## config.mk

```make
export PLATFORM = sky130hd
export DESIGN_NAME = rriscv_decode_stage
export DESIGN_NICKNAME = d
export VERILOG_FILES = /design/src/rtl/rriscv_decode_stage_pkg.sv /design/src/rtl/rriscv_imm_gen.sv /design/src/rtl/rriscv_decode_stage.sv
export SDC_FILE = /design/constraint.sdc
export NUM_CORES = 1
export LEC_CHECK = 0
export ABC_AREA = 1
export CORE_MARGIN = 2
export CORE_UTILIZATION = 58
export DETAILED_ROUTE_END_ITERATION = 8
export DONT_BUFFER_PORTS = 1
export PLACE_DENSITY = 0.81
export SYNTH_ARGS = -nofsm -noshare
export SYNTH_HDL_FRONTEND = slang
export SYNTH_SLANG_ARGS = --single-unit
```

## constraint.sdc

```tcl
create_clock -name clk -period 1.85 [get_ports clk]
set_input_delay 0.185 -clock clk [delete_from_list [all_inputs] [get_ports clk]]
set_output_delay 0.185 -clock clk [all_outputs]
set_load 0.01 [all_outputs]
```

## src/rtl/rriscv_decode_stage_pkg.sv

```systemverilog
// Shared types for the RV32/RV64 decode stage: operation codes, instruction formats,
// opcode/funct constants and per-format bit layouts of the 32-bit instruction word.
package rriscv_decode_stage_pkg;

  typedef enum logic [4:0] {
    ADD, SUB, XOR, OR, AND, MUL,
    ADDI, XORI, ORI, ANDI,
    LW, SW, LUI, AUIPC, JAL, JALR,
    BEQ, BNE, BLT, BGE,
    ILLEGAL
  } op_t;

  typedef enum logic [2:0] {FMT_R, FMT_I, FMT_S, FMT_B, FMT_U, FMT_J} fmt_t;

  localparam logic [6:0] OPC_OP     = 7'b0110011;
  localparam logic [6:0] OPC_OPIMM  = 7'b0010011;
  localparam logic [6:0] OPC_LOAD   = 7'b0000011;
  localparam logic [6:0] OPC_STORE  = 7'b0100011;
  localparam logic [6:0] OPC_LUI    = 7'b0110111;
  localparam logic [6:0] OPC_AUIPC  = 7'b0010111;
  localparam logic [6:0] OPC_JAL    = 7'b1101111;
  localparam logic [6:0] OPC_JALR   = 7'b1100111;
  localparam logic [6:0] OPC_BRANCH = 7'b1100011;

  localparam logic [2:0] F3_ADD = 3'b000;
  localparam logic [2:0] F3_XOR = 3'b100;
  localparam logic [2:0] F3_OR  = 3'b110;
  localparam logic [2:0] F3_AND = 3'b111;
  localparam logic [2:0] F3_W   = 3'b010;
  localparam logic [2:0] F3_BEQ = 3'b000;
  localparam logic [2:0] F3_BNE = 3'b001;
  localparam logic [2:0] F3_BLT = 3'b100;
  localparam logic [2:0] F3_BGE = 3'b101;

  localparam logic [6:0] F7_BASE   = 7'b0000000;
  localparam logic [6:0] F7_ALT    = 7'b0100000;
  localparam logic [6:0] F7_MULDIV = 7'b0000001;

  typedef struct packed {
    logic [6:0] funct7;
    logic [4:0] rs2;
    logic [4:0] rs1;
    logic [2:0] funct3;
    logic [4:0] rd;
    logic [6:0] opcode;
  } instr_r_t;

  typedef struct packed {
    logic [11:0] imm11_0;
    logic [4:0]  rs1;
    logic [2:0]  funct3;
    logic [4:0]  rd;
    logic [6:0]  opcode;
  } instr_i_t;

  typedef struct packed {
    logic [6:0] imm11_5;
    logic [4:0] rs2;
    logic [4:0] rs1;
    logic [2:0] funct3;
    logic [4:0] imm4_0;
    logic [6:0] opcode;
  } instr_s_t;

  typedef struct packed {
    logic       imm12;
    logic [5:0] imm10_5;
    logic [4:0] rs2;
    logic [4:0] rs1;
    logic [2:0] funct3;
    logic [3:0] imm4_1;
    logic       imm11;
    logic [6:0] opcode;
  } instr_b_t;

  typedef struct packed {
    logic [19:0] imm31_12;
    logic [4:0]  rd;
    logic [6:0]  opcode;
  } instr_u_t;

  typedef struct packed {
    logic       imm20;
    logic [9:0] imm10_1;
    logic       imm11;
    logic [7:0] imm19_12;
    logic [4:0] rd;
    logic [6:0] opcode;
  } instr_j_t;

  typedef union packed {
    instr_r_t r;
    instr_i_t i;
    instr_s_t s;
    instr_b_t b;
    instr_u_t u;
    instr_j_t j;
  } instr_view_t;

endpackage

```

## src/rtl/rriscv_imm_gen.sv

```systemverilog
// Combinational immediate extraction: selects the layout by format and sign-extends from
// instr[31] to XLEN; R-type (and anything unrecognised) yields zero.
module rriscv_imm_gen
  import rriscv_decode_stage_pkg::*;
#(
  parameter int XLEN = 32
) (
  input  logic [31:0]     instr,
  input  fmt_t            fmt,
  output logic [XLEN-1:0] imm
);

  instr_view_t v;
  logic [31:0] imm32;
  logic        unused_opcode;

  assign v = instr_view_t'(instr);
  assign unused_opcode = ^v.r.opcode;

  always_comb begin
    imm32 = '0;
    case (fmt)
      FMT_I:   imm32 = {{20{v.i.imm11_0[11]}}, v.i.imm11_0};
      FMT_S:   imm32 = {{20{v.s.imm11_5[6]}}, v.s.imm11_5, v.s.imm4_0};
      FMT_B:   imm32 = {{19{v.b.imm12}}, v.b.imm12, v.b.imm11, v.b.imm10_5, v.b.imm4_1, 1'b0};
      FMT_U:   imm32 = {v.u.imm31_12, 12'h000};
      FMT_J:   imm32 = {{11{v.j.imm20}}, v.j.imm20, v.j.imm19_12, v.j.imm11, v.j.imm10_1, 1'b0};
      default: imm32 = '0;
    endcase
  end

  // Every 32-bit layout already carries instr[31] in bit 31, so widening is a plain sign extension.
  assign imm = XLEN'($signed(imm32));

endmodule

```

## src/rtl/rriscv_decode_stage.sv

```systemverilog
// Decode stage between fetch and execute: one registered cycle from accept to out_*.
// One-entry skid keeps full throughput under backpressure; in_ready is registered (!skid full).
module rriscv_decode_stage
  import rriscv_decode_stage_pkg::*;
#(
  parameter int XLEN  = 32,
  parameter bit EN_M  = 1'b1,
  parameter int CNT_W = 16
) (
  input  logic             clk,
  input  logic             rst_n,
  input  logic             in_valid,
  output logic             in_ready,
  input  logic [31:0]      in_instr,
  input  logic [XLEN-1:0]  in_pc,
  input  logic             flush,
  output logic             out_valid,
  input  logic             out_ready,
  output op_t              out_op,
  output logic [4:0]       out_rd,
  output logic [4:0]       out_rs1,
  output logic [4:0]       out_rs2,
  output logic [XLEN-1:0]  out_imm,
  output logic [XLEN-1:0]  out_pc,
  output logic [CNT_W-1:0] illegal_cnt,
  input  logic             cnt_clr
);

  logic            skid_vld;
  logic [31:0]     skid_instr;
  logic [XLEN-1:0] skid_pc;

  instr_r_t        src;
  logic [XLEN-1:0] src_pc;
  op_t             dec_op;
  fmt_t            dec_fmt;
  logic [4:0]      dec_rd, dec_rs1, dec_rs2;
  logic [XLEN-1:0] dec_imm;
  logic            accept, out_free;

  assign in_ready = !skid_vld;
  assign accept   = in_valid && in_ready;
  assign out_free = !out_valid || out_ready;

  // A full skid blocks input, so one decoder serves both the skid and the live input.
  assign src    = instr_r_t'(skid_vld ? skid_instr : in_instr);
  assign src_pc = skid_vld ? skid_pc : in_pc;

  always_comb begin
    dec_op  = ILLEGAL;
    dec_fmt = FMT_R;
    case (src.opcode)
      OPC_OP: begin
        if (src.funct7 == F7_BASE) begin
          case (src.funct3)
            F3_ADD:  dec_op = ADD;
            F3_XOR:  dec_op = XOR;
            F3_OR:   dec_op = OR;
            F3_AND:  dec_op = AND;
            default: dec_op = ILLEGAL;
          endcase
        end else if (src.funct7 == F7_ALT && src.funct3 == F3_ADD) begin
          dec_op = SUB;
        end else if (EN_M && src.funct7 == F7_MULDIV && src.funct3 == F3_ADD) begin
          dec_op = MUL;
        end
      end
      OPC_OPIMM: begin
        dec_fmt = FMT_I;
        case (src.funct3)
          F3_ADD:  dec_op = ADDI;
          F3_XOR:  dec_op = XORI;
          F3_OR:   dec_op = ORI;
          F3_AND:  dec_op = ANDI;
          default: dec_op = ILLEGAL;
        endcase
      end
      OPC_LOAD: begin
        dec_fmt = FMT_I;
        if (src.funct3 == F3_W) dec_op = LW;
      end
      OPC_STORE: begin
        dec_fmt = FMT_S;
        if (src.funct3 == F3_W) dec_op = SW;
      end
      OPC_LUI:   begin dec_fmt = FMT_U; dec_op = LUI;   end
      OPC_AUIPC: begin dec_fmt = FMT_U; dec_op = AUIPC; end
      OPC_JAL:   begin dec_fmt = FMT_J; dec_op = JAL;   end
      OPC_JALR: begin
        dec_fmt = FMT_I;
        if (src.funct3 == F3_ADD) dec_op = JALR;
      end
      OPC_BRANCH: begin
        dec_fmt = FMT_B;
        case (src.funct3)
          F3_BEQ:  dec_op = BEQ;
          F3_BNE:  dec_op = BNE;
          F3_BLT:  dec_op = BLT;
          F3_BGE:  dec_op = BGE;
          default: dec_op = ILLEGAL;
        endcase
      end
      default: dec_op = ILLEGAL;
    endcase

    // Illegal words fall back to R format so the immediate generator emits zero.
    if (dec_op == ILLEGAL) dec_fmt = FMT_R;

    dec_rd  = (dec_op == ILLEGAL || dec_fmt == FMT_S || dec_fmt == FMT_B) ? 5'd0 : src.rd;
    dec_rs1 = (dec_op == ILLEGAL || dec_fmt == FMT_U || dec_fmt == FMT_J) ? 5'd0 : src.rs1;
    dec_rs2 = (dec_op == ILLEGAL || dec_fmt == FMT_I || dec_fmt == FMT_U || dec_fmt == FMT_J)
              ? 5'd0 : src.rs2;
  end

  rriscv_imm_gen #(.XLEN(XLEN)) u_imm_gen (
    .instr (src),
    .fmt   (dec_fmt),
    .imm   (dec_imm)
  );

  always_ff @(posedge clk or negedge rst_n) begin
    if (!rst_n) begin
      out_valid  <= 1'b0;
      skid_vld   <= 1'b0;
      skid_instr <= '0;
      skid_pc    <= '0;
      out_op     <= ADD;
      out_rd     <= '0;
      out_rs1    <= '0;
      out_rs2    <= '0;
      out_imm    <= '0;
      out_pc     <= '0;
    end else if (flush) begin
      out_valid <= 1'b0;
      skid_vld  <= 1'b0;
    end else if (out_free) begin
      out_valid <= skid_vld || accept;
      skid_vld  <= 1'b0;
      if (skid_vld || accept) begin
        out_op  <= dec_op;
        out_rd  <= dec_rd;
        out_rs1 <= dec_rs1;
        out_rs2 <= dec_rs2;
        out_imm <= dec_imm;
        out_pc  <= src_pc;
      end
    end else if (accept) begin
      skid_vld   <= 1'b1;
      skid_instr <= in_instr;
      skid_pc    <= in_pc;
    end
  end

  // With the skid empty whenever a beat is accepted, dec_op here describes the incoming word.
  always_ff @(posedge clk or negedge rst_n) begin
    if (!rst_n) begin
      illegal_cnt <= '0;
    end else if (cnt_clr) begin
      illegal_cnt <= '0;
    end else if (accept && !flush && dec_op == ILLEGAL && illegal_cnt != '1) begin
      illegal_cnt <= illegal_cnt + CNT_W'(1);
    end
  end

endmodule

```

* After elaboration in Yosys (flattened, before gate mapping)
Cells that the tools add are included.
** Cells by class
- Add/subtract/negate cells :: 1
- Eq/ne operators :: 24
- Multiplexer cells :: 25
- Bitwise operators :: 2
- Reductions and logical operators :: 27
** Operators by type and width (number)
- case mux 32 bit (5 select lines) :: 1
- two-way mux 32 bit :: 2
- two-way mux 5 bit :: 9
- case mux 5 bit (9 select lines) :: 1
- case mux 5 bit (4 select lines) :: 2
- two-way mux 16 bit :: 2
- equality test 7 x 6 -> 1 bit (second input constant) :: 4
- equality test 7 bit (second input constant) :: 3
- equality test 3 bit (second input constant) :: 6
- adder 16 x 1 -> 16 bit (second input constant) :: 1
- inequality test 16 bit (second input constant) :: 1
- case mux 3 bit (5 select lines) :: 1
- equality test 7 x 5 -> 1 bit (second input constant) :: 2
- case mux 3 bit (4 select lines) :: 1
- equality test 3 x 2 -> 1 bit (second input constant) :: 3
- logical OR 1 bit :: 9
- equality test 7 x 1 -> 1 bit (second input constant) :: 1
- equality test 7 x 2 -> 1 bit (second input constant) :: 1
- zero test 7 bit :: 1
- equality test 3 x 1 -> 1 bit (second input constant) :: 2
- logical AND 1 bit :: 6
- AND reduction 3 bit :: 2
- equality test 5 bit (second input constant) :: 1
- two-way mux 1 bit :: 5
- other kinds (8) :: 12
** Word-level totals
- Flip-flop bits (word level) :: 166
- Bits of input ports :: 70
- Output and inout bits :: 102
- Word-level logic and storage cells :: 90

* Longest topological paths before layout
- Depth in word-level cells :: 14
- Depth in mapped cells :: 19
- Mapped depth without buffers :: 17

* Cells and area by module
From an unflattened synthesis, not the netlist that was laid out.
** Second synthesis, totals
- Cells, all modules :: 1163
- Area, all modules :: 9012.4 um^2
** Modules (own cells, without submodules)
- rriscv_decode_stage :: times used 1, cells each 1071, area each 8559.5 um^2, sequential area each 4154.0 um^2
- rriscv_imm_gen :: times used 1, cells each 92, area each 452.9 um^2, sequential area each 0.0 um^2

* Least setup slack after synthesis
OpenSTA, ideal clock, no wires.
- Kind :: flip-flop to flip-flop
- Start point :: register skid_vld
- End point :: register out_imm[21]
- Setup time :: 0.066 ns
- Data arrival time :: 2.003 ns
- Data required time :: 1.784 ns
- Setup slack :: -0.219 ns
- Stages on the path, launching flop included :: 19
- Path through :: dfrtp_1 buf_6 inv_6 buf_8 nand2_1 nand2_2 nand2_1 nor2_2 nand3_1 nand2_1 nand2_1 nand2_1 nand3_2 nand2_4 o21ai_4 or2_4 nand2_1 nand2_1 nand2_1
** On the way
- Cells in the longest elaborated chain, start to end :: 11
- Elaborated cells between the ends (all ways) :: 47
- Those cells by class :: 23 x eq/ne; 14 x mux; 10 x reduce/logical
** Ends and longest elaborated chain
- start, declared :: line rriscv_decode_stage.sv:29 : logic skid_vld;
- start signal, assigned :: line rriscv_decode_stage.sv:124 : skid_vld <= 1'b0;
- start signal, assigned :: line rriscv_decode_stage.sv:135 : skid_vld <= 1'b0;
- start signal, assigned :: line rriscv_decode_stage.sv:138 : skid_vld <= 1'b0;
- two-way mux 32 bit :: line rriscv_decode_stage.sv:46 : assign src = instr_r_t'(skid_vld ? skid_instr : in_instr);
- equality test 7 x 1 -> 1 bit / zero test 3 bit (equally long branches) :: line rriscv_decode_stage.sv:64, rriscv_decode_stage.sv:55, rriscv_decode_stage.sv:62
- logical AND 1 bit :: line rriscv_decode_stage.sv:64 : end else if (EN_M && src.funct7 == F7_MULDIV && src.funct3 == F3_ADD) begin
- two-way mux 5 bit :: line rriscv_decode_stage.sv:64
- two-way mux 5 bit :: line rriscv_decode_stage.sv:62 : end else if (src.funct7 == F7_ALT && src.funct3 == F3_ADD) begin
- two-way mux 5 bit :: line rriscv_decode_stage.sv:54 : if (src.funct7 == F7_BASE) begin
- case mux 5 bit (9 select lines) :: line rriscv_decode_stage.sv:52 : case (src.opcode)
- equality test 5 bit :: line rriscv_decode_stage.sv:107 : if (dec_op == ILLEGAL) dec_fmt = FMT_R;
- two-way mux 3 bit :: line rriscv_decode_stage.sv:107
- equality test 3 bit (tied with other cells) :: line rriscv_imm_gen.sv:22 : case (fmt)
- case mux 32 bit (5 select lines) :: line rriscv_imm_gen.sv:22
- end signal, assigned :: line rriscv_decode_stage.sv:144 : out_imm <= dec_imm;
- end, declared :: line rriscv_decode_stage.sv:23 : output logic [XLEN-1:0] out_imm,
Several ways; a longest one is shown, not always the timed one.
A chain may end at the register's enable or synchronous reset.

* Worst setup path after layout
- Start point :: register skid_vld
- End point :: register illegal_cnt[15]
** On the way
- Cells in the longest elaborated chain, start to end :: 11
- Elaborated cells between the ends (all ways) :: 39
- Those cells by class :: 18 x eq/ne; 11 x mux; 10 x reduce/logical
** Ends and longest elaborated chain
- two-way mux 32 bit :: line rriscv_decode_stage.sv:46
- equality test 7 x 1 -> 1 bit / zero test 3 bit (equally long branches) :: line rriscv_decode_stage.sv:64, rriscv_decode_stage.sv:55, rriscv_decode_stage.sv:62
- logical AND 1 bit :: line rriscv_decode_stage.sv:64
- two-way mux 5 bit :: line rriscv_decode_stage.sv:64
- two-way mux 5 bit :: line rriscv_decode_stage.sv:62
- two-way mux 5 bit :: line rriscv_decode_stage.sv:54
- case mux 5 bit (9 select lines) :: line rriscv_decode_stage.sv:52
- equality test 5 bit :: line rriscv_decode_stage.sv:160 : end else if (accept && !flush && dec_op == ILLEGAL && illegal_cnt != '1) begin
- logical AND 1 bit * (2 in a row) :: line rriscv_decode_stage.sv:160
- nonzero test 2 bit (no source line) *
- end signal, assigned :: line rriscv_decode_stage.sv:161 : illegal_cnt <= illegal_cnt + CNT_W'(1);
- end, declared :: line rriscv_decode_stage.sv:25 : output logic [CNT_W-1:0] illegal_cnt,
Mark *: on every way between the ends. The rest lies on a longest branch, timed or not.

==> summary.md <==
| Metric | Value |
|---|---|
| Outcome | finished, violations left |
| Violated checks | hold timing, setup timing |
| Worst-path clk slew | 0.07 ns |
| Clk_lat worst skew | 0.45 ns |
| Die X | 124 µm |
| Power share of the clock group | 36.7% |
| Switching power | 0.00295 W |
| Min Tclk post-route | 2.54 ns |
| Register area share after synthesis | 49.9% |
| RSZ-0062 raised after global routing | true |
| Final Hold Vio Count | 166 |
| Die ar. | 15,300 µm² |
| Largest net degree at the start of global routing | 167 |
| Ys flop type | dfrtp_1 |
| Final WL | 28.4 mm |
| Async set-reset flop share out of synthesis | 100% |
| Crit path required time | 2.21 ns |
| Initial drt markers | 1,180 |
| PD cells | 853 nW/µm² |
| Critical Path Sink | illegal_cnt[15]$_DFFE_PN0P_ |
| R2R Setup Slk | -0.69 ns |
| Pre-CTS setup slack | -0.519 ns |
| Clock Path Buffers | 2 |
| Worst R2R End | illegal_cnt[15]$_DFFE_PN0P_ |
| Proportion of layout cells with a drive suffix above 1 | 23.4% |
| Filler Cells Inserted | 731 |
| Crit Path Category | flip-flop to flip-flop |
| Number of CTS-inserted buffers | 17 |
| CTS tree | built |
| Area after DPL | 9190 µm² |
| LEAKAGE | 5.76 nW |
| Number of cells produced by synthesis | 1,077 |
| DR vias | 8,606 |
| GRT Overall Usage | 32.1% |
| H-tree levels | 4 |
| Slew Viols, Final | 0 |
| Post-route DRC violation count | 0 |
| FP Rows | 43 |
| Crit path DAT | 2.90 ns |
| Max-Cap Viols | 0 |
| Antenna-violating nets left | 0 |
| Initial Utilization | 59.7% |
| Setup WS post-layout | -0.688 ns |
| Clock sink count | 166 |
| Warnings from Yosys | 0 |
| Crit path max fanout | 6 |
| Crit path launch | skid_vld$_DFFE_PN0P_ |
| #FFs+latches synth | 166 |
| Worst-case vdd ir drop | 0.808 mV |
| Reg area | 4160 µm² |
| DRT Pass-1 Iters | 6 |
| Pint | 0.00682 W |
| Routed len/inst | 19.8 µm |
| Core Footprint | 13,900 µm² |
| Worst r2r src | skid_vld$_DFFE_PN0P_ |
| Cts hold-fix bufs | 66 |
| CP Capture Type | flip-flop |
| CP startpoint kind | flip-flop |
| Via count of the first global-routing pass | 7,833 |
| Unique cell type count in the Yosys netlist | 45 |
| Min-Delay Path Class | primary input to async pin |
| Initial antenna violation count | 2 |
| Comb pwr share | 16.1% |
| P&R area growth vs syn | 37.5% |
| GP Congestion | 0.952 |
| # setup viols final | 103 |
| Clock Tree Root | clkbuf_16 |
| Die Ht | 124 µm |
| FMAX | 394 MHz |
| Overall power | 0.00977 W |
| Setup TNS | -44.43 ns |
| Final #Nets | 1,305 |
| Multi-input combinational cell area | 4130 µm² |
| IO Count | 172 |
| Post-Place Cells | 1,302 |
| Crit share post-route | 137% |
| Mapped Nets | 1,148 |
| Sequential share of power | 47.2% |
| Layout Cells excl Fill | 1,429 |
| Avg Vias per Cell | 6.02 |
| First-pass GRT wire length | 37.7 mm |
| Setup Skew | 0.0139 ns |
| Total global routing overflow | 0 |
| Least-Margin Pin Slew | 0.611 ns |
| Slew margin rel. | 59.1% |
| Mean Syn Cell Area | 7.73 µm² |
| Hold_ws | -0.563 ns |
| EDFF count, synth | 0 |
| Post-route cell area | 11,400 µm² |
| Area of the mapped netlist | 8330 µm² |
| R2R cell count | 15 |
| Detailed Place HPWL | 14.3 mm |
| Port Buffer Count | 0 |
| Switching Fraction | 30.2% |
power by group through the flow:
stage          sequential (W)  combinational, W  clock, W
6_report              0.00461           0.00157   0.00358
3_3_place_gp          0.00458           0.00105         0
4_1_cts               0.00454           0.00129   0.00356
2_1_floorplan         0.00452          0.000760         0
5_1_grt               0.00466           0.00172   0.00373
3_5_place_dp          0.00460           0.00110         0
metal layers:
metal | part of all wire [%] | vias to the layer above | track usage [%]
li1 | - | 3741 | -
met1 | 35 | 4081 | 37.5
met2 | 49 | 612 | 53.7
met3 | 10 | 172 | 10.4
met4 | 6.0 | 0 | 14.8
met5 | 0 | - | 0
critical path: stages, from the launching register on:
cell and delay, ns:
dfrtp_4 0.58, buf_12 0.18, buf_8 0.13, nand2_4 0.07, nand2_4 0.07, a21oi_4 0.24
buf_6 0.15, nand3_2 0.10, nand2_1 0.12, nor2_2 0.07, nand3_4 0.13, o2111ai_2 0.18
nand2_4 0.17, buf_6 0.14, nand2_1 0.05, o21ai_1 0.09
cells in the mapped netlist, types with 3 or more instances:
master,n,area share [%]
o21bai_1,10,0.90
inv_1,100,4.5
o31ai_2,6,0.90
xor2_1,13,1.4
inv_2,4,0.18
o22ai_1,7,0.53
buf_2,6,0.36
nand2_2,13,0.98
nor2_1,45,2.0
nand2_1,410,18
o31ai_1,3,0.27
a21oi_1,7,0.42
nand2_4,3,0.41
buf_6,4,0.54
clkbuf_1,39,1.8
o21ai_2,3,0.32
nand3_1,30,1.8
o21ai_0,158,9.5
o21ai_1,5,0.30
nand4_1,5,0.38
nor4_1,3,0.23
dfrtp_1,166,50
nor2_2,4,0.30
nor3_1,6,0.36
through the flow:
step | hold slack [ns] | utilization (%)
floorplan | -0.111 | -
global placement | -0.106 | 65.9
detailed placement | -0.107 | 65.9
CTS | -0.569 | 76.7
global route | -0.576 | 82.1
finish | -0.563 | 82.1
cell type report:
type	instances	area share (%)
diodes	2	0.0437
clock buffers	19	3.78
clock inverters	13	1.29
inverters	105	3.63
multi-input cells	754	36.1
flip-flops and latches	166	36.3
well taps	180	1.97
repair buffers	188	16.6
repair inverters	2	0.219
how the worst min path moves through the flow:
stage | endpoint | depth (start not counted) | slack (ns) | start
6_report | out_pc[18]$_DFFE_PN0P_ | 0 | -0.56 | rst_n
5_1_grt | out_pc[22]$_DFFE_PN0P_ | 0 | -0.58 | rst_n
4_1_cts | out_pc[18]$_DFFE_PN0P_ | 0 | -0.57 | rst_n
3_5_place_dp | out_pc[22]$_DFFE_PN0P_ | 0 | -0.11 | rst_n
3_3_place_gp | out_pc[21]$_DFFE_PN0P_ | 0 | -0.11 | rst_n
2_1_floorplan | illegal_cnt[0]$_DFFE_PN0P_ | 0 | -0.11 | rst_n
state kept, by name, indices dropped and copies added (netlist names):
name and flops:
out_rs1 5, skid_vld 1, out_op 5, out_imm 32
out_rd 5, out_rs2 5, skid_pc 32, out_valid 1
skid_instr 32, illegal_cnt 16, out_pc 32
cell usage in the layout (no fill, tap or decap), types with 8 or more instances in the layout:
cell type / Yosys / final
buf_12: 0 / 12
buf_4: 1 / 91
buf_6: 4 / 9
clkbuf_16: 0 / 21
dfrtp_1: 166 / 165
dlygate4sd3_1: 0 / 66
inv_1: 100 / 96
nand2_1: 410 / 367
nand2_2: 13 / 32
nand2_4: 3 / 22
nand3_1: 30 / 18
nand3_2: 2 / 8
nor2_1: 45 / 32
nor2_2: 4 / 10
nor2_4: 1 / 9
o21ai_0: 158 / 136
o21ai_1: 5 / 19
o21ai_2: 3 / 9
o21bai_1: 10 / 10
xor2_1: 13 / 13
repair_timing:
action | in CTS | in global routing
gates cloned | 3 | 7
pin swaps | 9 | 20
resized for setup | 54 | 133
buffers inserted | 3 | 14
endpoints found under the hold margin | 247 | 166
setup endpoints to repair | 134 | 160
cells by family (layout without fill, tap and decap cells):
family          Yosys count  in the layout  synth area share (%)
compound gates          209            209                  14.3
fa+ha+maj                 1              1                 0.150
mux                       2              2                 0.270
buf+inv                 158            327                  7.81
simple gates            528            529                  26.2
xor+xnor                 13             13                  1.37
other cells               0              2                     0
flops                   166            166                  49.9
(Power assumes the default switching activity.)
